## src/rtl/pipe_ctrl_pkg.sv

```systemverilog
// pipe_ctrl_pkg: opcodes, forward selects, stage-register type and decode helpers
package pipe_ctrl_pkg;
  localparam logic [4:0] LOAD   = 5'b00000;
  localparam logic [4:0] OPIMM  = 5'b00100;
  localparam logic [4:0] AUIPC  = 5'b00101;
  localparam logic [4:0] STORE  = 5'b01000;
  localparam logic [4:0] OP     = 5'b01100;
  localparam logic [4:0] LUI    = 5'b01101;
  localparam logic [4:0] BRANCH = 5'b11000;
  localparam logic [4:0] JALR   = 5'b11001;
  localparam logic [4:0] JAL    = 5'b11011;
  localparam logic [1:0] FWD_W  = 2'd0;
  localparam logic [1:0] FWD_M  = 2'd1;
  localparam logic [1:0] FWD_RF = 2'd2;
  typedef struct packed {
    logic       valid;
    logic [4:0] op;
    logic [2:0] f3;
    logic [6:0] f7;
    logic [4:0] rd;
    logic [4:0] rs1;
    logic [4:0] rs2;
  } stage_t;
  localparam stage_t NOP = '{1'b0, OPIMM, 3'd0, 7'd0, 5'd0, 5'd0, 5'd0};
  function automatic logic uses_rs1(input logic [4:0] o);
    return o inside {LOAD, OPIMM, STORE, OP, BRANCH, JALR};
  endfunction
  function automatic logic uses_rs2(input logic [4:0] o);
    return o inside {OP, STORE, BRANCH};
  endfunction
  function automatic logic writes_rd(input logic [4:0] o);
    return o inside {LOAD, OPIMM, AUIPC, OP, LUI, JALR, JAL};
  endfunction
  function automatic logic hit(input stage_t p, input logic [4:0] idx);
    return p.valid & writes_rd(p.op) & (p.rd != 5'd0) & (p.rd == idx);
  endfunction
endpackage

```

## src/rtl/pipe_hazard_cnt.sv

```systemverilog
// pipe_hazard_cnt: saturating event counter
module pipe_hazard_cnt #(
  parameter int W = 32
) (
  input  logic         clk,
  input  logic         rst,
  input  logic         inc,
  output logic [W-1:0] cnt
);
  // count one per event cycle, stick at all-ones
  always_ff @(posedge clk)
    cnt <= rst ? '0 : (inc & ~&cnt) ? cnt + 1'b1 : cnt;
endmodule

```

## src/rtl/pipe_ctrl_gen.sv

```systemverilog
// pipe_ctrl_gen: 5-stage pipeline control with hazards, forwarding, memory wait and counters
module pipe_ctrl_gen
  import pipe_ctrl_pkg::*;
#(
  parameter int RIDX_W   = 5,
  parameter int DM_BYTES = 4,
  parameter int CNT_W    = 32
) (
  input  logic                clk,
  input  logic                rst,
  input  logic [4:0]          op,
  input  logic [2:0]          f3,
  input  logic [6:0]          f7,
  input  logic [RIDX_W-1:0]   rd,
  input  logic [RIDX_W-1:0]   rs1,
  input  logic [RIDX_W-1:0]   rs2,
  input  logic                alu_out,
  input  logic                dm_ready,
  output logic                stall,
  output logic                next_pc_sel,
  output logic                flush,
  output logic                D_rs1_data_sel,
  output logic                D_rs2_data_sel,
  output logic [4:0]          E_op,
  output logic [2:0]          E_f3,
  output logic [6:0]          E_f7,
  output logic [1:0]          E_rs1_data_sel,
  output logic [1:0]          E_rs2_data_sel,
  output logic                E_alu_op1_sel,
  output logic                E_alu_op2_sel,
  output logic                E_jb_op1_sel,
  output logic [DM_BYTES-1:0] M_dm_w_en,
  output logic                M_dm_r_en,
  output logic [2:0]          W_f3,
  output logic                W_wb_en,
  output logic [RIDX_W-1:0]   W_rd_index,
  output logic                W_wb_data_sel,
  output logic [CNT_W-1:0]    stall_cnt,
  output logic [CNT_W-1:0]    flush_cnt,
  output logic [CNT_W-1:0]    freeze_cnt
);
  stage_t d, e, m, w;
  logic w_held, freeze, redirect, load_use, store, unused_ok;
  assign d = '{1'b1, op, f3, f7, 5'(rd), 5'(rs1), 5'(rs2)};
  assign freeze   = m.valid & (m.op == LOAD | m.op == STORE) & ~dm_ready;
  assign redirect = ~freeze & e.valid & (e.op == JAL | e.op == JALR | (e.op == BRANCH & alu_out));
  assign load_use = ~freeze & ~redirect & e.valid & (e.op == LOAD) & (e.rd != 5'd0) &
                    ((uses_rs1(d.op) & (e.rd == d.rs1)) | (uses_rs2(d.op) & (e.rd == d.rs2)));
  // stage registers: hold on freeze, bubble E on redirect/load-use; w_held marks a repeated W
  always_ff @(posedge clk) begin
    if (rst) begin
      e <= NOP;
      m <= NOP;
      w <= NOP;
      w_held <= 1'b0;
    end else begin
      w_held <= freeze;
      if (!freeze) begin
        e <= (redirect | load_use) ? NOP : d;
        m <= e;
        w <= m;
      end
    end
  end
  assign stall          = freeze | load_use;
  assign next_pc_sel    = redirect;
  assign flush          = redirect;
  assign D_rs1_data_sel = hit(w, d.rs1);
  assign D_rs2_data_sel = hit(w, d.rs2);
  assign E_op           = e.valid ? e.op : '0;
  assign E_f3           = e.valid ? e.f3 : '0;
  assign E_f7           = e.valid ? e.f7 : '0;
  assign E_rs1_data_sel = hit(m, e.rs1) ? FWD_M : hit(w, e.rs1) ? FWD_W : FWD_RF;
  assign E_rs2_data_sel = hit(m, e.rs2) ? FWD_M : hit(w, e.rs2) ? FWD_W : FWD_RF;
  assign E_alu_op1_sel  = e.op == AUIPC | e.op == JAL | e.op == JALR;
  assign E_alu_op2_sel  = ~(e.op == OP | e.op == BRANCH);
  assign E_jb_op1_sel   = e.op != JALR;
  assign store          = m.valid & (m.op == STORE);
  assign M_dm_w_en      = ~store ? '0 :
                          m.f3 == 3'b000 ? DM_BYTES'(1) :
                          m.f3 == 3'b001 ? DM_BYTES'(3) :
                          m.f3 == 3'b010 ? DM_BYTES'(15) :
                          (m.f3 == 3'b011 && DM_BYTES == 8) ? '1 : '0;
  assign M_dm_r_en      = m.valid & (m.op == LOAD);
  assign W_f3           = w.valid ? w.f3 : '0;
  assign W_wb_en        = w.valid & writes_rd(w.op) & ~w_held;
  assign W_rd_index     = w.rd[RIDX_W-1:0];
  assign W_wb_data_sel  = w.op != LOAD;
  assign unused_ok      = ^{m.f7, m.rs1, m.rs2, w.f7, w.rs1, w.rs2, w.rd};
  pipe_hazard_cnt #(.W(CNT_W)) u_stall_cnt  (.clk(clk), .rst(rst), .inc(load_use), .cnt(stall_cnt));
  pipe_hazard_cnt #(.W(CNT_W)) u_flush_cnt  (.clk(clk), .rst(rst), .inc(redirect), .cnt(flush_cnt));
  pipe_hazard_cnt #(.W(CNT_W)) u_freeze_cnt (.clk(clk), .rst(rst), .inc(freeze),   .cnt(freeze_cnt));
endmodule

```

## config.mk

```make
export PLATFORM = sky130hd
export DESIGN_NAME = pipe_ctrl_gen
export DESIGN_NICKNAME = d
export VERILOG_FILES = /design/src/rtl/pipe_ctrl_pkg.sv /design/src/rtl/pipe_hazard_cnt.sv /design/src/rtl/pipe_ctrl_gen.sv
export SDC_FILE = /design/constraint.sdc
export NUM_CORES = 1
export LEC_CHECK = 0
export CORE_ASPECT_RATIO = 0.5
export CORE_MARGIN = 2
export CORE_UTILIZATION = 40
export DETAILED_ROUTE_END_ITERATION = 16
export HOLD_SLACK_MARGIN = 0.05
export PLACE_DENSITY_LB_ADDON = 0.2
export SETUP_SLACK_MARGIN = 0.02
export SLEW_MARGIN = 20
export SYNTH_ARGS = -nofsm -noshare
export SYNTH_HDL_FRONTEND = slang
export SYNTH_SLANG_ARGS = --single-unit
```

## constraint.sdc

```tcl
create_clock -name clk -period 6.05 [get_ports clk]
set_clock_uncertainty 0.1 [all_clocks]
set_input_delay 0.9075 -clock clk [delete_from_list [all_inputs] [get_ports clk]]
set_output_delay 0.9075 -clock clk [all_outputs]
set_load 0.02 [all_outputs]
```

* After elaboration in Yosys (flattened, before gate mapping)
Index checks and enable logic that the tools add are counted.
** Word-level totals
- Register bits after elaboration :: 156
- Input bits :: 34
** Operators by class
- $add $sub $neg :: 3
- Eq/ne operators :: 34
- Mux-type cells :: 13
- Bitwise logic cells :: 42
- Reduce and logical (&&, ||, !) cells :: 19
** Operators with widths (number)
- $add A32 B1 Y32 const B :: 3
- $reduce_and A32 Y1 :: 3
- $eq A5 B5 Y1 const B :: 9
- $eq A5 B4 Y1 const B :: 8
- $eq A5 B5 Y1 :: 8
- $mux W31 :: 1
- $eq A5 B3 Y1 const B :: 6
- $and A1 B1 Y1 :: 28
- $logic_not A5 Y1 :: 4
- $reduce_bool A5 Y1 :: 4
- $mux W4 :: 4
- $reduce_bool A7 Y1 :: 2
- $or A1 B1 Y1 :: 9
- $mux W2 :: 4
- $mux W7 :: 1
- $mux W3 :: 2
- $reduce_bool A6 Y1 :: 1
- $mux W5 :: 1
- $ne A5 B5 Y1 const B :: 1
- $not A1 Y1 :: 5
- $eq A3 B1 Y1 const B :: 1
- $eq A3 B2 Y1 const B :: 1
- $logic_not A1 Y1 :: 3
- $logic_not A3 Y1 :: 1
- $reduce_bool A3 Y1 :: 1

* Longest topological paths before layout
Gate-level depths: netlist (run 1).
- Word-level depth :: 15
- Gate-level depth with buffers :: 9
- Depth with buffers taken out :: 7

* Hierarchy
From an unflattened synthesis (run 1), not the netlist that was laid out.
** Second synthesis, totals
- Cells, all modules :: 892
- Area total of the unflattened synthesis :: 8031.5 µm²
** Modules (own cells, without submodules)
- pipe_hazard_cnt :: times used 3, cells each 191, area an instance 1721.7 µm²
- pipe_ctrl_gen :: times used 1, cells each 319, area an instance 2866.5 µm²

* Worst setup path after synthesis (run 1)
Ideal clock, no wire load.
- Path kind :: register to output
- Start point :: reg m[29] (netlist name)
- End point :: out M_dm_w_en[3]
- Data arrival time :: 2299 ps
- Data required time :: 5043 ps
- Slack :: 2743 ps
- Stages on the path, launching flop included :: 6
- Cells stage by stage :: dfxtp_1 > or4b_1 > buf_2 > or4_1 > nor3b_1 > buf_4
** Between the ends
- Longest elaborated chain between the ends :: 3
** RTL lines
- from (decl) :: line pipe_ctrl_gen.sv:42 : stage_t d, e, m, w;
- from (signal assigned) :: line pipe_ctrl_gen.sv:53 : m <= NOP;
- from (signal assigned) :: line pipe_ctrl_gen.sv:60 : m <= e;
- $eq A5 B4 Y1 :: line pipe_ctrl_gen.sv:78 : assign store = m.valid & (m.op == STORE);
- $and A1 B1 Y1 :: line pipe_ctrl_gen.sv:78
- $mux W4 :: line pipe_ctrl_gen.sv:79 : assign M_dm_w_en = ~store ? '0 :
- to (decl) :: line pipe_ctrl_gen.sv:32 : output logic [DM_BYTES-1:0] M_dm_w_en,
Every way passes these cells.

* Worst setup path in the final report (run 1)
- Start point :: in dm_ready
- End point :: out next_pc_sel
** Between the ends
- Longest elaborated chain between the ends :: 5
** RTL lines
- from (decl) :: line pipe_ctrl_gen.sv:18 : input logic dm_ready,
- $not A1 Y1 :: line pipe_ctrl_gen.sv:45 : assign freeze = m.valid & (m.op == LOAD | m.op == STORE) & ~dm_ready;
- $and A1 B1 Y1 :: line pipe_ctrl_gen.sv:45
- $not A1 Y1 :: line pipe_ctrl_gen.sv:46 : assign redirect = ~freeze & e.valid & (e.op == JAL | e.op == JALR | (e.op == BRANCH & alu_out));
- $and A1 B1 Y1 (2 in a row) :: line pipe_ctrl_gen.sv:46
- to (decl) :: line pipe_ctrl_gen.sv:20 : output logic next_pc_sel,
Every way passes these cells.

==> impl_metrics.csv, run 1 <==
group,metric,value,unit
drt,antenna_left,0,
critical_path,cp_num_buf_inv,2,
drt,drcViolationCount,0,
final_layout,syn_to_final_growth,32.3,%
clock_tree,cts_root_buf,"clkbuf_16",
clock_tree,cts_max_level,4,
floorplan,initial_core_util,41.0,%
timing,setup_viol,0,
synthesis,synthAdderAreaFrac,0.495,%
global_routing,antenna_found_initial,0,
critical_path,crit_chain,"clkdlybuf4s50_1 -> or2_2 -> o21ai_4 -> nor2_1 -> clkdlybuf4s50_1",
clock_tree,clkLatencyLatePin,420,ps
clock_tree,postCtsSetupBuffers,0,
global_routing,grt_pass1_vias,6450,
drt,dr.pass1.iters,5,
global_routing,grt_max_degree,57,
clock_tree,cts_buffers,17,
drt,viasPerCell,5.37,
min_path,hold_depth,2,
floorplan,io_pins,172,
timing,final_hold_viol_count,0,
timing,clock.fmax,0.237,GHz
clock_tree,path_clk_slew,60,ps
critical_path,critPathMaxFanout,9,
critical_path,r2r_cells,5,
min_path,hold_start,"w[23]$_SDFFE_PP0N_",
placed_design,hpwlAfterDp,15300,um
min_path,hold_class,"register to register",
clock_tree,ctsResizeCount,0,
synthesis,muxShareOfSynthArea,1.45,%
synthesis,synth_cells,885,
synthesis,synth_compound_area_share,11.9,%
final_layout,finalInstanceArea,10000,sq um
clock_tree,cts_tree,"built",
placed_design,port-buffer-count,171,
synthesis,yosys.area_share.simple,29.9,%
synthesis,synth_area,7580,sq um
drt,wirelength,21400,um
timing,max_slew_margin,31.6,%
global_routing,grt_overflow,0,
floorplan,die_h,101,um
final_layout,mostFrequentLayoutCells,"170 x clkdlybuf4s50_1, 156 x dfxtp_1, 96 x nor2_1",
synthesis,synth_fp_nets,922,
pwr,power.density,229,nW/um^2
clock_tree,cts.sinks,156,
drt,vias,6995,
pwr,power.leakage,3.40,nW
critical_path,critical_path_class,"primary input to output pin",
critical_path,crit_cells,5,
timing,period_needed,4220,ps
clock_tree,cts-hold-fix-buffers,0,
clock_tree,clock_tree.buffer_depth,2,
critical_path,critical_path.max_stage_delay,760,ps
timing,maxSlewViolCount,0,
critical_path,path_delay_family,"buffers and inverters",
global_routing,grt_pass1_wl,34300,um
final_layout,final_common_cell,"clkdlybuf4s50_1",
final_layout,drive_gt1_share,6.42,%
critical_path,crit_arrival,3210,ps
synthesis,synth_cell_type_count,58,
drt,wl_per_cell,16.4,um
timing,setup-tns-final,0,ps
pwr,ir_drop,0.000194,V
critical_path,slowest_stage,"clkdlybuf4s50_1",
critical_path,reg2reg_slack,3070,ps
placed_design,gpl.final_weighted_congestion,0.934,
final_layout,nets,1069,
floorplan,rows,35,
timing,period_share,69.8,%
job,max_cap_violations,0,
floorplan,die-width,199,um
drt,drt_iter0_drc,442,
timing,worst_pin_slew,1020,ps
placed_design,placed_area,9440,sq um
synthesis,synthXorXnorAreaFrac,11.1,%
final_layout,num_antenna_cells,0,
synthesis,syn_avg_cell_area,8.57,sq um
floorplan,design.die.area,20100,sq um
critical_path,path_common_cell,"clkdlybuf4s50_1",
global_routing,grt_usage,21.6,%
critical_path,endpoint_kind,"output pin",
critical_path,cp.required,5040,ps
timing,rsz0062_at_grt,"false",
synthesis,ys_warn_count,0,
synthesis,synth.yosys.seq_area_share,41.2,%
critical_path,cp-start-kind,"primary input",
critical_path,startpoint,"dm_ready",
critical_path,r2r_start,"u_stall_cnt.cnt[4]$_SDFFE_PP0P_",
floorplan,core,18500,sq um
synthesis,synth-seq-cells,156,
synthesis,synth_top_family_by_area,"simple AND/OR/NAND/NOR gates",
status,status,"finished clean",
[kinds of logic after synthesis]
logic type      count (synthesis)
simple gates                  419
flops                         156
compound gates                135
xor+xnor                       96
buf+inv                        66
mux                            10
fa+ha+maj                       3
[tightest hold or removal path: stages, from the launching register on]
cell and delay [ps]:
dfxtp_1 310, nand2_1 50, a21oi_1 50
[Yosys cell counts, drive strengths merged]
| cell | number | area, sq um |
|---|---|---|
| nand4b | 1 | 8.76 |
| nor2b | 14 | 87.6 |
| o21a | 1 | 7.51 |
| a31o | 1 | 8.76 |
| a41oi | 2 | 17.5 |
| and4 | 15 | 131 |
| o21ai | 22 | 133 |
| mux2i | 2 | 20.0 |
| or4b | 4 | 40.0 |
| a211o | 1 | 8.76 |
| o2111ai | 2 | 23.8 |
| and2 | 22 | 138 |
| a21oi | 54 | 270 |
| and3b | 1 | 8.76 |
| inv | 15 | 56.3 |
| nand2 | 78 | 293 |
| nand2b | 2 | 12.5 |
| nor2 | 99 | 374 |
| or4 | 11 | 82.6 |
| o41ai | 3 | 26.3 |
| a22o | 29 | 254 |
| nor3b | 6 | 45.0 |
| o31ai | 9 | 67.6 |
| ha | 3 | 37.5 |
| o21ba | 1 | 10.0 |
| nor3 | 27 | 140 |
| nand3 | 41 | 205 |
| xor2 | 54 | 473 |
| buf | 15 | 110 |
| nor4b | 6 | 73.8 |
| or3 | 16 | 100 |
| nor4 | 19 | 155 |
| and3 | 12 | 75.1 |
| a211oi | 2 | 15.0 |
| nand4bb | 1 | 11.3 |
| nand4 | 38 | 244 |
| dfxtp | 156 | 3120 |
| o211ai | 5 | 37.5 |
| mux2 | 8 | 90.1 |
| clkbuf | 36 | 136 |
| nand3b | 3 | 22.5 |
| xnor2 | 42 | 368 |
| or2 | 3 | 18.8 |
| a21o | 3 | 22.5 |
[state kept, by name, summed over array words and instances (netlist names)]
register,flops
u_freeze_cnt.cnt,32
W_rd_index,5
w_held,1
m,14
e,31
u_stall_cnt.cnt,32
u_flush_cnt.cnt,32
w,9
[power by group]
part           switching, mW  internal [mW]  total [mW]  leakage [nW]
combinational         0.0682         0.0688       0.137          1.85
clock                  0.430          0.653        1.08         0.283
sequential            0.0290           1.05        1.08          1.27
[layout make-up]
cell class | count | area, sq um
timing repair buffer | 179 | 1770
fill | 1714 | 8450
multi-input combinational | 663 | 4170
sequential | 156 | 3120
clock buffer | 18 | 439
inverter | 15 | 56.3
clock inverter | 13 | 150
tap | 259 | 324
[through the flow]
| step | hold WS [ps] | cells | power (mW) | worst slack, ps | utilization (%) |
|---|---|---|---|---|---|
| CTS | 351 | 1303 | 2.32 | 1850 | 54.2 |
| finish | 349 | 1303 | 2.30 | 1830 | 54.3 |
| floorplan | 327 | 885 | 1.17 | 2740 | - |
| global placement | 334 | 1272 | 1.23 | 1870 | 51.1 |
| global route | 379 | 1303 | 2.38 | 1760 | 54.3 |
| detailed placement | 343 | 1272 | 1.23 | 1850 | 51.1 |
[metal layers]
metal	routed length, um	vias up	track usage (%)
li1	-	3439	-
met1	10600	3381	30.9
met2	9490	167	33.2
met3	1080	8	4.56
met4	167	0	5.45
met5	0	-	0
[worst paths after layout]
path                                                    endpoint
worst max-delay path                                 next_pc_sel
worst max register to register  u_stall_cnt.cnt[26]$_SDFFE_PP0P_
worst min register to register                w[23]$_SDFFE_PP0N_
worst min-delay path                          w[23]$_SDFFE_PP0N_
(Power assumes the default switching activity.)
==> run 2, diff against run 1 <==
==> constraint.sdc (replaced) <==
create_clock -name clk -period 3.8 [get_ports clk]
set_clock_uncertainty 0.1 [all_clocks]
set_input_delay 0.57 -clock clk [delete_from_list [all_inputs] [get_ports clk]]
set_output_delay 0.57 -clock clk [all_outputs]
set_load 0.02 [all_outputs]
==> run 2 against run 1 <==
Effect of this change: sequential power grew 58%; die area stayed put; final area grew 0.12%; utilization up 0.068 points; final cell count grew 0.69%; first-iteration DRC count fell by 13%; clock power rose by 47%; count of clock-buffer cells in the layout did not move; non-clock buffer count grew 8; sequential cell count is the same; sequential share of layout area about the same; largest power group unchanged.
==> impl_metrics.csv, run 2 (same netlist as run 1, synthesis figures left out) <==
group,metric,value,unit
status,status,"finished clean",
placed_design,hpwlAfterDp,15600,um
pwr,power.density,351,nW/um^2
critical_path,critical_path.max_stage_delay,660,ps
min_path,hold_class,"register to register",
timing,period_share,92.2,%
floorplan,core,18500,sq um
critical_path,critical_path_class,"register to output pin",
floorplan,die_h,101,um
critical_path,slowest_stage,"clkdlybuf4s50_1",
drt,wirelength,21200,um
drt,vias,7043,
drt,antenna_left,0,
global_routing,grt_usage,21.5,%
floorplan,io_pins,172,
clock_tree,path_clk_slew,60,ps
timing,clock.fmax,0.285,GHz
placed_design,placed_area,9500,sq um
final_layout,num_antenna_cells,0,
clock_tree,clock_tree.buffer_depth,2,
drt,dr.pass1.iters,5,
clock_tree,postCtsSetupBuffers,0,
critical_path,crit_arrival,2830,ps
pwr,switching_share,25.1,%
placed_design,port-buffer-count,171,
clock_tree,cts_max_level,4,
final_layout,top_regs,"u_flush_cnt.cnt x32, u_freeze_cnt.cnt x32, u_stall_cnt.cnt x32",
floorplan,die-width,199,um
placed_design,placedCellCount,1280,
pwr,p_int,2.64,mW
clock_tree,clkLatencyLatePin,410,ps
timing,final_hold_viol_count,0,
drt,viasPerCell,5.37,
floorplan,design.die.area,20100,sq um
pwr,p_total,3.53,mW
timing,worst_pin_slew,967,ps
critical_path,cp-start-kind,"register",
floorplan,rows,35,
placed_design,gpl.final_weighted_congestion,0.877,
critical_path,path_delay_family,"simple AND/OR/NAND/NOR gates",
critical_path,critPathMaxFanout,5,
timing,rsz0062_at_grt,"false",
global_routing,grt_max_degree,50,
floorplan,initial_core_util,41.0,%
pwr,p_clk_share,45.2,%
clock_tree,cts-hold-fix-buffers,0,
final_layout,drive_gt1_share,7.12,%
timing,max_slew_margin,35.3,%
pwr,power.leakage,3.42,nW
final_layout,instances_no_fill,1312,
critical_path,endpoint_kind,"output pin",
critical_path,cp.required,3130,ps
final_layout,final_common_cell,"clkdlybuf4s50_1",
global_routing,grt_overflow,0,
critical_path,cp_num_buf_inv,1,
final_layout,mostFrequentLayoutCells,"170 x clkdlybuf4s50_1, 156 x dfxtp_1, 96 x nor2_1",
final_layout,finalInstanceArea,10000,sq um
global_routing,antenna_found_initial,0,
global_routing,grt_pass1_wl,34400,um
timing,setup-tns-final,0,ps
clock_tree,cts_tree,"built",
timing,period_needed,3500,ps
clock_tree,cts.sinks,156,
global_routing,grt_pass1_vias,6583,
pwr,pwr-share-seq,48.4,%
job,max_cap_violations,0,
clock_tree,cts_root_buf,"clkbuf_16",
final_layout,nets,1077,
critical_path,crit_chain,"or4b_1 -> or4_1 -> nor3b_1 -> clkdlybuf4s50_1",
pwr,power.switching,884,uW
final_layout,syn_to_final_growth,32.4,%
drt,drt_iter0_drc,384,
clock_tree,cts_buffers,17,
timing,setup_viol,0,
timing,maxSlewViolCount,0,
pwr,ir_drop,0.000293,V
clock_tree,ctsResizeCount,0,
drt,wl_per_cell,16.2,um
pwr,p_comb_share,6.4,%
drt,drcViolationCount,0,
==> run 2: changes by cell type in the layout (fill, tap and decap cells not counted) <==
cell	change
clkinv_2	-4
bufinv_16	-3
inv_6	+7
nor4_1	+1
clkinvlp_4	+1
buf_4	+8
nor4_2	-1
==> run 2: per-stage QoR <==
step / worst slack [ps] / hold WS (ps) / utilization [%]
2_1_floorplan: 831 / 327 / -
6_report: 296 / 348 / 54.3
3_3_place_gp: 379 / 334 / 51.4
4_1_cts: 264 / 352 / 54.3
3_5_place_dp: 314 / 344 / 51.4
5_1_grt: 174 / 381 / 54.3
==> run 2: path summary, 6_finish.rpt <==
check / start / to / slack (ps) / cells after the start
setup / recovery: m[29]$_SDFFE_PP0N_ / M_dm_w_en[2] / 300 / 4
hold / removal: w[22]$_SDFFE_PP0N_ / w[22]$_SDFFE_PP0N_ / 350 / 2
setup reg to reg: u_stall_cnt.cnt[4]$_SDFFE_PP0P_ / u_stall_cnt.cnt[29]$_SDFFE_PP0P_ / 1060 / 5
hold reg to reg: w[22]$_SDFFE_PP0N_ / w[22]$_SDFFE_PP0N_ / 350 / 2
==> run 2: worst reg2reg max path, stage by stage (launching register included) <==
cell and delay (ps):
dfxtp_1 440, nand4_2 270, nor4_2 630, o211ai_1 480
or4b_1 610, a21oi_1 140
==> run 2: layer usage <==
layer	track usage (%)	routed length [um]
met1	31.2	10600
met4	6.20	297
met2	32.1	9310
met5	0	0
met3	4.43	1020
==> run 2: area by class of cell <==
cell class,count,area (sq um)
Tap cell,259,324
Fill cell,1772,8440
Sequential cell,156,3120
Multi-Input combinational cell,663,4160
Inverter,15,56.3
Timing Repair Buffer,187,1830
Clock buffer,18,439
Clock inverter,14,109
==> run 2: power by group through the flow <==
| stage | sequential, mW | combinational [mW] | clock (mW) |
|---|---|---|---|
| 6_report | 1.71 | 0.226 | 1.59 |
| 5_1_grt | 1.71 | 0.243 | 1.71 |
| 4_1_cts | 1.71 | 0.226 | 1.63 |
| 3_5_place_dp | 1.74 | 0.225 | 0 |
| 3_3_place_gp | 1.74 | 0.221 | 0 |
| 2_1_floorplan | 1.73 | 0.140 | 0 |
==> run 3, diff against run 2 <==
--- a/config.mk
+++ b/config.mk
@@ -5,6 +5,7 @@
 export SDC_FILE = /design/constraint.sdc
 export NUM_CORES = 1
 export LEC_CHECK = 0
+export ABC_CLOCK_PERIOD_IN_PS = 3800
 export CORE_ASPECT_RATIO = 0.5
 export CORE_MARGIN = 2
 export CORE_UTILIZATION = 40
==> results of run 3 <==
The final DEF is identical to that of run 2; final timing and power are the same.
